===== config.mk =====
export PLATFORM = sky130hd
export DESIGN_NAME = bitcell_array_ctrl
export DESIGN_NICKNAME = d
export VERILOG_FILES = /design/src/rtl/bitcell_pkg.sv /design/src/rtl/bitcell_wl_decoder.sv /design/src/rtl/bitcell_array_ctrl.sv
export SDC_FILE = /design/constraint.sdc
export NUM_CORES = 1
export LEC_CHECK = 0
export CAP_MARGIN = 15
export CORE_ASPECT_RATIO = 2
export CORE_MARGIN = 2
export CORE_UTILIZATION = 48
export DETAILED_ROUTE_END_ITERATION = 6
export HOLD_SLACK_MARGIN = 0.08
export PLACE_DENSITY = 0.84
export SKIP_LAST_GASP = 1
export SYNTH_ARGS = -nofsm -noshare
export SYNTH_HDL_FRONTEND = slang
export SYNTH_SLANG_ARGS = --single-unit
export TNS_END_PERCENT = 30

===== constraint.sdc =====
create_clock -name clk -period 3.95 [get_ports clk]
set_input_delay 0.5925 -clock clk [delete_from_list [all_inputs] [get_ports clk]]
set_output_delay 0.5925 -clock clk [all_outputs]
set_load 0.1 [all_outputs]

===== src/rtl/bitcell_pkg.sv =====
// bitcell_pkg: shared states, opcodes and default geometry for the bitcell array controller.
package bitcell_pkg;
    typedef enum logic [2:0] {S_IDLE, S_SETUP, S_PULSE, S_HOLD, S_SETTLE, S_RESP} state_t;
    localparam logic OP_WRITE = 1'b0;
    localparam logic OP_COMPUTE = 1'b1;
    localparam int DEF_ROWS = 4;
    localparam int DEF_COLS = 4;
endpackage


===== src/rtl/bitcell_wl_decoder.sv =====
// bitcell_wl_decoder: row index to one-hot word lines, all zero when disabled or out of range.
module bitcell_wl_decoder
    import bitcell_pkg::*;
#(
    parameter int ROWS = DEF_ROWS,
    parameter int RW = 2
) (
    input  logic [RW-1:0]   row,
    input  logic            en,
    output logic [ROWS-1:0] wl
);
    for (genvar i = 0; i < ROWS; i++) begin : g_wl
        assign wl[i] = en && (32'(row) == i);
    end
endmodule


===== src/rtl/bitcell_array_ctrl.sv =====
// bitcell_array_ctrl: sequences timed word-line writes and settle/sample compute
// operations on the bitcell array from a valid/ready command stream.
module bitcell_array_ctrl
    import bitcell_pkg::*;
#(
    parameter int ROWS = DEF_ROWS,
    parameter int COLS = DEF_COLS,
    parameter int SETUP = 1,
    parameter int WR_PULSE = 2,
    parameter int SETTLE = 2,
    localparam int RW = ROWS > 1 ? $clog2(ROWS) : 1
) (
    input  logic            clk,
    input  logic            rst,
    input  logic            cmd_valid,
    output logic            cmd_ready,
    input  logic            cmd_op,
    input  logic [RW-1:0]   cmd_row,
    input  logic [COLS-1:0] cmd_data,
    input  logic [COLS-1:0] cmd_input,
    input  logic [COLS-1:0] cmd_si,
    input  logic [COLS-1:0] cmd_ci,
    output logic            rsp_valid,
    input  logic            rsp_ready,
    output logic [COLS-1:0] rsp_data,
    output logic [ROWS-1:0] WL,
    output logic [COLS-1:0] BL,
    output logic [COLS-1:0] INPUT,
    output logic [COLS-1:0] SI,
    output logic [COLS-1:0] CI,
    input  logic [COLS-1:0] OUTPUT
);
    localparam int MX = SETUP > WR_PULSE ? (SETUP > SETTLE ? SETUP : SETTLE)
                                         : (WR_PULSE > SETTLE ? WR_PULSE : SETTLE);
    localparam int CW = $clog2(MX + 1);

    state_t          state;
    logic [CW-1:0]   cnt;
    logic            op;
    logic [RW-1:0]   row;
    logic [ROWS-1:0] dec_wl;

    bitcell_wl_decoder #(.ROWS(ROWS), .RW(RW)) u_dec (
        .row(row),
        .en (op == OP_WRITE),
        .wl (dec_wl)
    );

    assign cmd_ready = state == S_IDLE;

    // WL is only loaded on PULSE entry and cleared on its exit, so it can never move with BL
    always_ff @(posedge clk or posedge rst) begin
        if (rst) begin
            state <= S_IDLE;
            cnt <= '0;
            op <= OP_WRITE;
            row <= '0;
            WL <= '0;
            BL <= '0;
            INPUT <= '0;
            SI <= '0;
            CI <= '0;
            rsp_valid <= 1'b0;
            rsp_data <= '0;
        end else begin
            case (state)
                S_IDLE: if (cmd_valid) begin
                    state <= S_SETUP;
                    cnt <= CW'(SETUP - 1);
                    op <= cmd_op;
                    row <= cmd_row;
                    BL <= cmd_data;
                    INPUT <= cmd_op == OP_COMPUTE ? cmd_input : '0;
                    SI <= cmd_op == OP_COMPUTE ? cmd_si : '0;
                    CI <= cmd_op == OP_COMPUTE ? cmd_ci : '0;
                end
                S_SETUP: if (cnt == '0) begin
                    state <= op == OP_WRITE ? S_PULSE : S_SETTLE;
                    cnt <= op == OP_WRITE ? CW'(WR_PULSE - 1) : CW'(SETTLE - 1);
                    WL <= dec_wl;
                end else cnt <= cnt - 1'b1;
                S_PULSE: if (cnt == '0) begin
                    state <= S_HOLD;
                    WL <= '0;
                end else cnt <= cnt - 1'b1;
                S_HOLD: state <= S_IDLE;
                S_SETTLE: if (cnt == '0) begin
                    state <= S_RESP;
                    rsp_data <= OUTPUT;
                    rsp_valid <= 1'b1;
                end else cnt <= cnt - 1'b1;
                S_RESP: if (rsp_ready) begin
                    state <= S_IDLE;
                    rsp_valid <= 1'b0;
                end
                default: state <= S_IDLE;
            endcase
        end
    end
endmodule


* Yosys cells after proc, flatten, opt, wreduce, memory -nomap -nowiden
Cells that the tools add are included.
Word-level totals: register bits after elaboration 33, output and inout port bits 26
Operators by class: eq/ne operators 13, muxes and demuxes 20, reduce and logical (&&, ||, !) cells 17, bitwise gates (word level) 1, add/subtract/negate cells 1
Operator list (count):
- 4-bit two-way mux | 5
- 3-bit two-way mux | 6
- 3-bit one-hot mux with 5 select lines | 1
- 2-bit != test (second input constant) | 6
- 3-bit AND reduction | 3
- 4-bit one-hot mux with 2 select lines | 1
- 3-bit == test (second input constant) | 2
- 2-bit two-way mux | 3
- 2-bit one-hot mux with 3 select lines | 1
- 5-bit AND reduction | 1
- 2-bit == test (second input constant) | 2
- 1-bit logical AND | 4
- 2-bit zero test | 2
- 2-bit AND reduction | 2
- 2-bit nonzero test | 2
- 3-bit by 1-bit == test with 1-bit output (second input constant) | 1
- 3-bit by 2-bit == test with 1-bit output (second input constant) | 1
- 3-bit zero test | 1
- 3-bit nonzero test | 1
- 2-bit by 1-bit == test with 1-bit output (second input constant) | 1
- 1-bit two-way mux | 2
- 1-bit one-hot mux with 2 select lines | 1
- 2-bit OR reduction | 1
- 2-bit by 1-bit subtractor with 2-bit output (second input constant) | 1
- 1-bit NOT | 1

* Depth between registers and ports, before layout
Gate-level depths: netlist (run 1).
depth after elaboration 4, mapped depth 6, depth with buffers taken out 5

* Modules after synthesis
From an unflattened synthesis (run 1), not the netlist that was laid out.
Second synthesis, totals: cells, all modules 153, area total of the unflattened synthesis 1600.3 µm²
By module, submodules not included:
- bitcell_array_ctrl | area each 1562.7 µm², instances 1, cells each 149
- bitcell_wl_decoder | area each 37.5 µm², instances 1, cells each 4

* Least setup slack after synthesis (run 1)
OpenSTA, ideal clock, no wires.
kind register -> output, start point reg state[0], end point out cmd_ready, cell stages (with the launch flop) 4, data required time 3.357 ns, path buffers 2, arrival time 2.055 ns, slack 1.302 ns, cell sequence dfrtp_1 -> buf_1 -> clkbuf_1 -> nor2_1
On the way: longest elaborated chain between the ends 1
RTL lines:
- start: declaration | RTL line bitcell_array_ctrl.sv:37 | state_t state;
- start signal: assignment | RTL line bitcell_array_ctrl.sv:78 | state <= op == OP_WRITE ? S_PULSE : S_SETTLE;
- 3-bit zero test | RTL line bitcell_array_ctrl.sv:49 | assign cmd_ready = state == S_IDLE;
- end: declaration | RTL line bitcell_array_ctrl.sv:16 | output logic cmd_ready,
Every way passes these cells.

* Worst setup path in the final report (run 1)
start point reg state[1], end point out cmd_ready
The elaborated chain is that of the path after synthesis.

==> results_dict.tcl, run 1 <==
set metrics [dict create \
    antenna_cells 0 \
    vias 1252 \
    drcViolationCount 0 \
    cts_tree "done" \
    grt_pass1_wl_um 5890 \
    die_h_um 84.6 \
    ys.flop_type "dfrtp_1" \
    post_drt_via_cell_ratio 5.59 \
    critPathSlowestCell "clkdlybuf4s50_1" \
    drt-initial-drc-count 22 \
    syn_nets 173 \
    fin_skew_ns 0.00357 \
    r2r_cells 5 \
    grt_max_degree 32 \
    hold_viol 0 \
    cts_setup_buffers 0 \
    min_path_cells 2 \
    holdBufCountCts 0 \
    min_path_type "reg2reg" \
    whs_ns 0.482 \
    setup.worst_path.end "cmd_ready" \
    synth.cell_area_um2 1560 \
    use_met2 0.386 \
    wirelength_um 3610 \
    yosysSeqAreaShare 0.529 \
    crit_path_start "state[1]" \
    crit_path_start_kind "flop" \
    reg2reg_from "cnt[0]" \
    yosys_register_bits 33 \
    dieWidth_um 44.3 \
    ys_async_sr_fraction 1.00 \
    clock_latency_ns 0.28 \
    final-setup-viol-count 0 \
    fin_setup_tns_ns 0 \
    utilization 0.688 \
    drv_slew 0 \
    ys.warnings.count 0 \
    path_class "reg2out" \
    top_usage_layer "met2" \
    cp_max_fo 18 \
    clock.fmax_mhz 325 \
    core_area_um2 3120 \
    io_pins 53 \
    numCtsBuffers 5 \
    ant_nets 0 \
    dp_hpwl_um 2800 \
    relSlewSlack 0.333 \
    wl_per_cell_um 16.1 \
    cts_resized 0 \
    clk_pin_slew_ns 0.06 \
    grt_remaining_overflow 0 \
    worst_pin_slew_ns 0.997 \
    rsz0062_at_grt "no" \
    fin_cells 224 \
    synthDistinctLibCells 37 \
    place.gp.congestion 0.833 \
    required_ns 3.36 \
    grt_use_met3 0.0452 \
    final_nets 222 \
    cts_htree_levels 2 \
    grt_pass1_vias 1273 \
    cap_violations 0 \
    drive_above_1_share 0.0984 \
    postSynthCellCount 144 \
    rows 29 \
    post-route-min-period_ns 3.08 \
    rr_endpoint "rsp_data[1]" \
    initial_core_util 0.500 \
    gr-usage-all-layers 0.215 \
    drtPass1Iterations 4 \
    cp-end-kind "output pin" \
    die_area_um2 3750 \
    period_share 0.780 \
    r2r_setup_slack_ns 1.83 \
    clk_path_buf_depth 2 \
    io_buffers 52 \
    slowest_delay_ns 1.15 \
    status "finished clean" \
    synth_edf_count 0 \
    syn2layout_area_growth_pct 37.7 \
    avgSynthCellArea_um2 10.8 \
    antenna_found_initial 0 \
    cp.arrival_ns 2.49 \
    post-place-cells 217 \
    fillers 243 \
    clock-root-buffer "clkbuf_8" \
    path_cells "or2_1 -> nor2_1 -> clkdlybuf4s50_1" \
    use_met1 0.222 \
    cts_sinks 33 \
]
cells by family after synthesis:
logic type / Yosys count / share of synthesized area
flip-flops: 33 / 0.529
buffers and inverters: 15 / 0.0513
XOR/XNOR: 2 / 0.0112
AND/OR/NAND/NOR: 51 / 0.168
adder cells (fa/ha/maj): 2 / 0.0160
multiplexers: 12 / 0.100
AO/OA/AOI/OAI: 29 / 0.124
cells in the mapped netlist (2+ instances only):
master	n	share of area
o21ai_0	13	0.042
o2bb2ai_1	2	0.011
buf_6	3	0.022
nand2_1	26	0.063
xor2_1	2	0.011
nor2b_1	4	0.016
clkbuf_1	6	0.014
a22o_1	2	0.011
mux2_2	5	0.036
nand2b_1	4	0.016
a32o_1	2	0.013
ha_1	2	0.016
a21oi_1	3	0.0096
mux2_4	6	0.058
inv_1	4	0.0096
nor3b_1	2	0.0096
nor4b_1	2	0.011
nor2_1	3	0.0072
nor3_1	3	0.0096
dfrtp_1	33	0.53
per-layer routing:
| metal | part of all wire | wire length (um) | vias to the layer above |
|---|---|---|---|
| met5 | 0 | 0 | - |
| met4 | 0.028 | 100 | 0 |
| met3 | 0.055 | 200 | 10 |
| met2 | 0.57 | 2050 | 52 |
| met1 | 0.35 | 1260 | 594 |
| li1 | - | - | 596 |
worst min-delay path by stage:
stage | end | start | slack (ns)
3_5_place_dp | INPUT[3] | INPUT[3] | 0.47
3_3_place_gp | SI[3] | SI[3] | 0.46
6_report | INPUT[3] | INPUT[3] | 0.48
5_1_grt | BL[2] | BL[2] | 0.52
4_1_cts | INPUT[3] | INPUT[3] | 0.49
2_1_floorplan | cnt[0] | cnt[0] | 0.49
worst max-delay path, delay by kind of cell, from the launching register on:
kind          cells  cell delay (ns)
buf+inv           1             1.15
flops             1             0.56
simple gates      2             0.50
registers in the layout, summed over array words and instances, names as in the netlist:
| name | count |
|---|---|
| rsp_data | 4 |
| rsp_valid | 1 |
| INPUT | 4 |
| BL | 4 |
| CI | 4 |
| SI | 4 |
| WL | 4 |
| state | 3 |
| row | 2 |
| op | 1 |
| cnt | 2 |
per-stage QoR:
| step | instance area, um^2 | setup slack (ns) |
|---|---|---|
| 2_1_floorplan | 1560 | 1.30 |
| 3_3_place_gp | 2060 | 1.27 |
| 3_5_place_dp | 2060 | 1.18 |
| 4_1_cts | 2150 | 0.868 |
| 5_1_grt | 2150 | 0.794 |
| 6_report | 2150 | 0.868 |
cell usage in the layout (no fill, tap or decap), types with 3 or more instances in the layout:
master	netlist	routed
mux2_4	6	6
dfrtp_1	33	33
nand2_1	26	26
a21oi_1	3	3
nor3_1	3	3
nand2b_1	4	4
inv_1	4	4
nor2b_1	4	4
clkbuf_8	0	6
o21ai_0	13	13
clkdlybuf4s50_1	0	52
nor2_1	3	3
mux2_2	5	5
final cells by class:
cell class,count,area (um^2),area share
timing repair buffer,53,528,0.246
tap,31,38.8,0.0181
inverter,4,15.0,0.00699
multi-input combinational,96,654,0.305
clock buffer,7,86.3,0.0402
sequential,33,826,0.384
Power of run 1 is not shown: default switching activity piles up to over one toggle a cycle in this logic, so the estimate is an artifact.
==> inputs of run 2 (changes only) <==
--- a/config.mk
+++ b/config.mk
@@ -8,10 +8,10 @@
 export CAP_MARGIN = 15
 export CORE_ASPECT_RATIO = 2
 export CORE_MARGIN = 2
-export CORE_UTILIZATION = 48
+export CORE_UTILIZATION = 40
 export DETAILED_ROUTE_END_ITERATION = 6
 export HOLD_SLACK_MARGIN = 0.08
-export PLACE_DENSITY = 0.84
+export PLACE_DENSITY = 0.75
 export SKIP_LAST_GASP = 1
 export SYNTH_ARGS = -nofsm -noshare
 export SYNTH_HDL_FRONTEND = slang
==> constraint.sdc (replaced) <==
create_clock -name clk -period 2.6 [get_ports clk]
set_input_delay 0.39 -clock clk [delete_from_list [all_inputs] [get_ports clk]]
set_output_delay 0.39 -clock clk [all_outputs]
set_load 0.1 [all_outputs]
==> run 2 against run 1 <==
- via count decreased by 2.4%
- cell area decreased by 1.2%
- non-clock buffer count increased by 2
- largest cell class unchanged
- first-iteration DRC count decreased by 36%
- global-route usage decreased by 5.3 points
- worst hold slack improved by 0.0072 ns
- die area increased by 19%
- clock skew decreased by 0.00069 ns
- sequential share of layout area increased by 0.45 points
- clock-buffer cell count unchanged
==> results_dict.tcl, run 2 (same netlist as run 1, synthesis figures left out) <==
set metrics [dict create \
    clk_pin_slew_ns 0.06 \
    grt_pass1_vias 1249 \
    core_area_um2 3800 \
    holdBufCountCts 0 \
    antenna_found_initial 0 \
    io_pins 53 \
    drive_above_1_share 0.241 \
    path_cells "inv_1 -> ha_1 -> nand2b_1 -> nor3b_1 -> mux2_2" \
    critPathSlowestCell "nor3b_1" \
    cp.arrival_ns 2.17 \
    initial_core_util 0.410 \
    clock-root-buffer "clkbuf_8" \
    required_ns 2.76 \
    syn2layout_area_growth_pct 36.1 \
    final_cell_mix "33 x dfrtp_1, 29 x buf_4, 26 x nand2_1, 26 x clkdlybuf4s50_1, 13 x o21ai_0" \
    min_path_type "reg2reg" \
    clock_latency_ns 0.27 \
    worst_pin_slew_ns 0.586 \
    drtPass1Iterations 4 \
    cts_resized 0 \
    slowest_delay_ns 0.52 \
    mostFrequentLayoutCell "dfrtp_1" \
    final-setup-viol-count 0 \
    cts_sinks 33 \
    clk_path_buf_depth 2 \
    drcViolationCount 0 \
    dp_hpwl_um 2480 \
    cp.depth 5 \
    setup_slack_ns 0.592 \
    gr-usage-all-layers 0.163 \
    die_area_um2 4450 \
    grt_pass1_wl_um 5360 \
    cap_violations 0 \
    hold_viol 0 \
    vias 1222 \
    io_buffers 52 \
    wl_per_cell_um 13.1 \
    status "finished clean" \
    fin_skew_ns 0.00288 \
    cp_max_fo 10 \
    grt_max_degree 34 \
    grt_remaining_overflow 0 \
    drv_slew 0 \
    cts_htree_levels 2 \
    post-route-min-period_ns 2.01 \
    dieWidth_um 48.2 \
    crit_family "simple AND/OR/NAND/NOR gates" \
    final_nets 224 \
    cts_setup_buffers 0 \
    cts_tree "done" \
    fin_setup_tns_ns 0 \
    post_drt_via_cell_ratio 4.97 \
    place_ws_ns 0.540 \
    cp-end-kind "flop" \
    clock.fmax_mhz 498 \
    crit_path_start_kind "flop" \
    die_h_um 92.3 \
    cp.buffers_inverters 1 \
    period_share 0.772 \
    r2r_cells 5 \
    place.gp.congestion 0.783 \
    drt-initial-drc-count 14 \
    rows 32 \
    wirelength_um 3220 \
    rsz0062_at_grt "no" \
    min_path_cells 2 \
    antenna_cells 0 \
    path_class "reg2reg" \
    numCtsBuffers 5 \
    relSlewSlack 0.608 \
    ant_nets 0 \
]
run 2: path summary, 6_finish.rpt:
| kind | slack, ns | to | start |
|---|---|---|---|
| max | 0.59 | rsp_data[1] | cnt[0] |
| min in group asynchronous | 0.50 | SI[0] | rst |
| min reg2reg | 0.49 | INPUT[3] | INPUT[3] |
| max reg2reg | 0.59 | rsp_data[1] | cnt[0] |
| max in group asynchronous | 1.81 | INPUT[0] | rst |
| min | 0.49 | INPUT[3] | INPUT[3] |
run 2: worst reg2reg max path, delay by kind of cell, from the launching register on:
family / cells / cell delay [ns]
buffers and inverters: 1 / 0.07
flip-flops: 1 / 0.41
AND/OR/NAND/NOR: 2 / 0.66
multiplexers: 1 / 0.40
adder cells (fa/ha/maj): 1 / 0.35
run 2: cell type report:
class                      instances  area (um^2)
tap                               51         63.8
clock buffer                       7         86.3
timing repair buffer              55          478
multi-input combinational         96          654
sequential                        33          826
fill                             335         1680
inverter                           4         15.0
run 2: through the flow:
step | util | hold WS [ns] | instances | area [um^2]
2_1_floorplan | - | 0.494 | 144 | 1560
3_3_place_gp | 0.536 | 0.476 | 239 | 2040
3_5_place_dp | 0.536 | 0.478 | 239 | 2040
4_1_cts | 0.558 | 0.496 | 246 | 2120
5_1_grt | 0.558 | 0.525 | 246 | 2120
6_report | 0.558 | 0.490 | 246 | 2120
run 2: per-layer routing:
metal,track usage,vias up,share of wire
met3,0.0409,6,0.059
met4,0.0541,0,0.018
met1,0.201,565,0.41
met2,0.264,49,0.51
li1,-,602,-
met5,0,-,0
Power of run 2 is left out for the same reason.
==> inputs of run 3 (changes only) <==
==> constraint.sdc (replaced) <==
create_clock -name clk -period 1.61 [get_ports clk]
set_input_delay 0.2415 -clock clk [delete_from_list [all_inputs] [get_ports clk]]
set_output_delay 0.2415 -clock clk [all_outputs]
set_load 0.1 [all_outputs]
==> run 3 against run 2 <==
- cell area up 24%
- clock skew down 0.00097 ns
- worst hold slack worse by 0.20 ns
- register-to-register slack got worse by 0.54 ns
- final cell count increased by 4.9%
- first-iteration DRC count is 71% higher
- via count increased by 7.0%
- sequential share of layout area down 7.4 points
- critical path depth is 1 lower
- non-clock buffer count is 11 higher
- global-route usage rose by 5.7 points
==> results_dict.tcl, run 3 (same netlist as run 1, synthesis figures left out) <==
set metrics [dict create \
    io_pins 53 \
    wl_met1_um 1370 \
    wl_per_cell_um 15.8 \
    setup_slack_ns 0.0180 \
    dpl_cell_area_um2 2440 \
    rsz0062_at_grt "yes" \
    io_buffers 52 \
    cp_max_fo 5 \
    die_h_um 92.3 \
    worst_pin_slew_ns 0.432 \
    numCtsBuffers 5 \
    cp.arrival_ns 1.35 \
    hold_viol 0 \
    gr-usage-all-layers 0.220 \
    drtPass1Iterations 4 \
    cts_sinks 33 \
    antenna_found_initial 0 \
    dr_wl_met3_um 236 \
    ant_nets 0 \
    period_share 0.989 \
    cp-end-kind "output pin" \
    stdcell_area_um2 2630 \
    fillers 280 \
    final_cell_mix "33 x dfrtp_1, 27 x buf_12, 26 x nand2_1, 26 x clkdlybuf4s50_1, 13 x o21ai_0" \
    core_area_um2 3800 \
    crit_path_start "state[1]" \
    min_path_type "in2async" \
    required_ns 1.37 \
    status "finished clean" \
    wirelength_um 4060 \
    post-route-min-period_ns 1.59 \
    crit_path_start_kind "flop" \
    antenna_cells 0 \
    cts_tree "done" \
    cap_violations 0 \
    clock_latency_ns 0.28 \
    drcViolationCount 0 \
    dp_hpwl_um 3060 \
    drt-initial-drc-count 24 \
    drive_above_1_share 0.319 \
    grt_pass1_wl_um 7000 \
    rows 32 \
    met2_length_um 2390 \
    clk_pin_slew_ns 0.07 \
    path_class "reg2out" \
    clock.fmax_mhz 628 \
    r2r_cells 5 \
    cts_htree_levels 2 \
    reg2reg_from "cnt[0]" \
    grt_remaining_overflow 0 \
    relSlewSlack 0.711 \
    vias 1308 \
    final_nets 235 \
    setup.worst_path.end "cmd_ready" \
    holdBufCountCts 0 \
    fin_skew_ns 0.00191 \
    grt_max_degree 20 \
    grt_pass1_vias 1486 \
    post_drt_via_cell_ratio 5.07 \
    initial_core_util 0.410 \
    die_area_um2 4450 \
    r2r_setup_slack_ns 0.05 \
    mostFrequentLayoutCell "dfrtp_1" \
    place.gp.congestion 0.814 \
    final-setup-viol-count 0 \
    clock-root-buffer "clkbuf_8" \
    syn2layout_area_growth_pct 68.2 \
    clk_path_buf_depth 2 \
    top_layer "met4" \
    dieWidth_um 48.2 \
    rr_endpoint "rsp_data[2]" \
    place_ws_ns -0.217 \
    drv_slew 0 \
]
-- run 3: cell types whose count changed in the layout (fill, tap and decap cells not counted), sizes merged --
cell	delta
buf	+11
clkinv	+1
-- run 3: repair_timing --
action	CTS	global route
gates resized for setup	3	8
buffers inserted	3	1
setup endpoints to repair	3	16
pin swaps	1	1
-- run 3: per-layer routing --
| metal | GRT usage | vias up |
|---|---|---|
| li1 | - | 621 |
| met1 | 0.240 | 630 |
| met2 | 0.373 | 48 |
| met3 | 0.0721 | 9 |
| met4 | 0.0743 | 0 |
| met5 | 0 | - |
-- run 3: critical path, cell delays in order, from the launching register on --
cell,delay (ns)
dfrtp_1,0.39
buf_6,0.12
or2_4,0.28
nor2_4,0.11
buf_12,0.18
-- run 3: worst min path at each step --
stage	slack, ns	to	from	depth (start not counted)
floorplan	0.36	state[2]	rsp_ready	1
global placement	0.50	rsp_valid	state[0]	1
detailed placement	0.53	SI[2]	SI[2]	2
CTS	0.29	INPUT[1]	rst	3
global route	0.32	INPUT[1]	rst	3
finish	0.29	INPUT[1]	rst	3
-- run 3: metrics by stage --
step / utilization / TNS [ns] / hold slack [ns] / std cells
2_1_floorplan: - / -0.282 / 0.357 / 144
3_3_place_gp: 0.641 / -2.91 / 0.498 / 246
3_5_place_dp: 0.641 / -3.52 / 0.527 / 246
4_1_cts: 0.677 / 0 / 0.290 / 257
5_1_grt: 0.690 / -0.179 / 0.322 / 258
6_report: 0.690 / 0 / 0.288 / 258
-- run 3: layout make-up --
type | instances | area [um^2] | share of cell area
clock buffer | 7 | 96.3 | 0.0367
clock inverter | 1 | 5.00 | 0.00191
sequential | 33 | 826 | 0.315
multi-input combinational | 96 | 713 | 0.272
tap | 51 | 63.8 | 0.0243
timing repair buffer | 66 | 906 | 0.345
inverter | 4 | 15.0 | 0.00572
Power of run 3 is left out for the same reason.
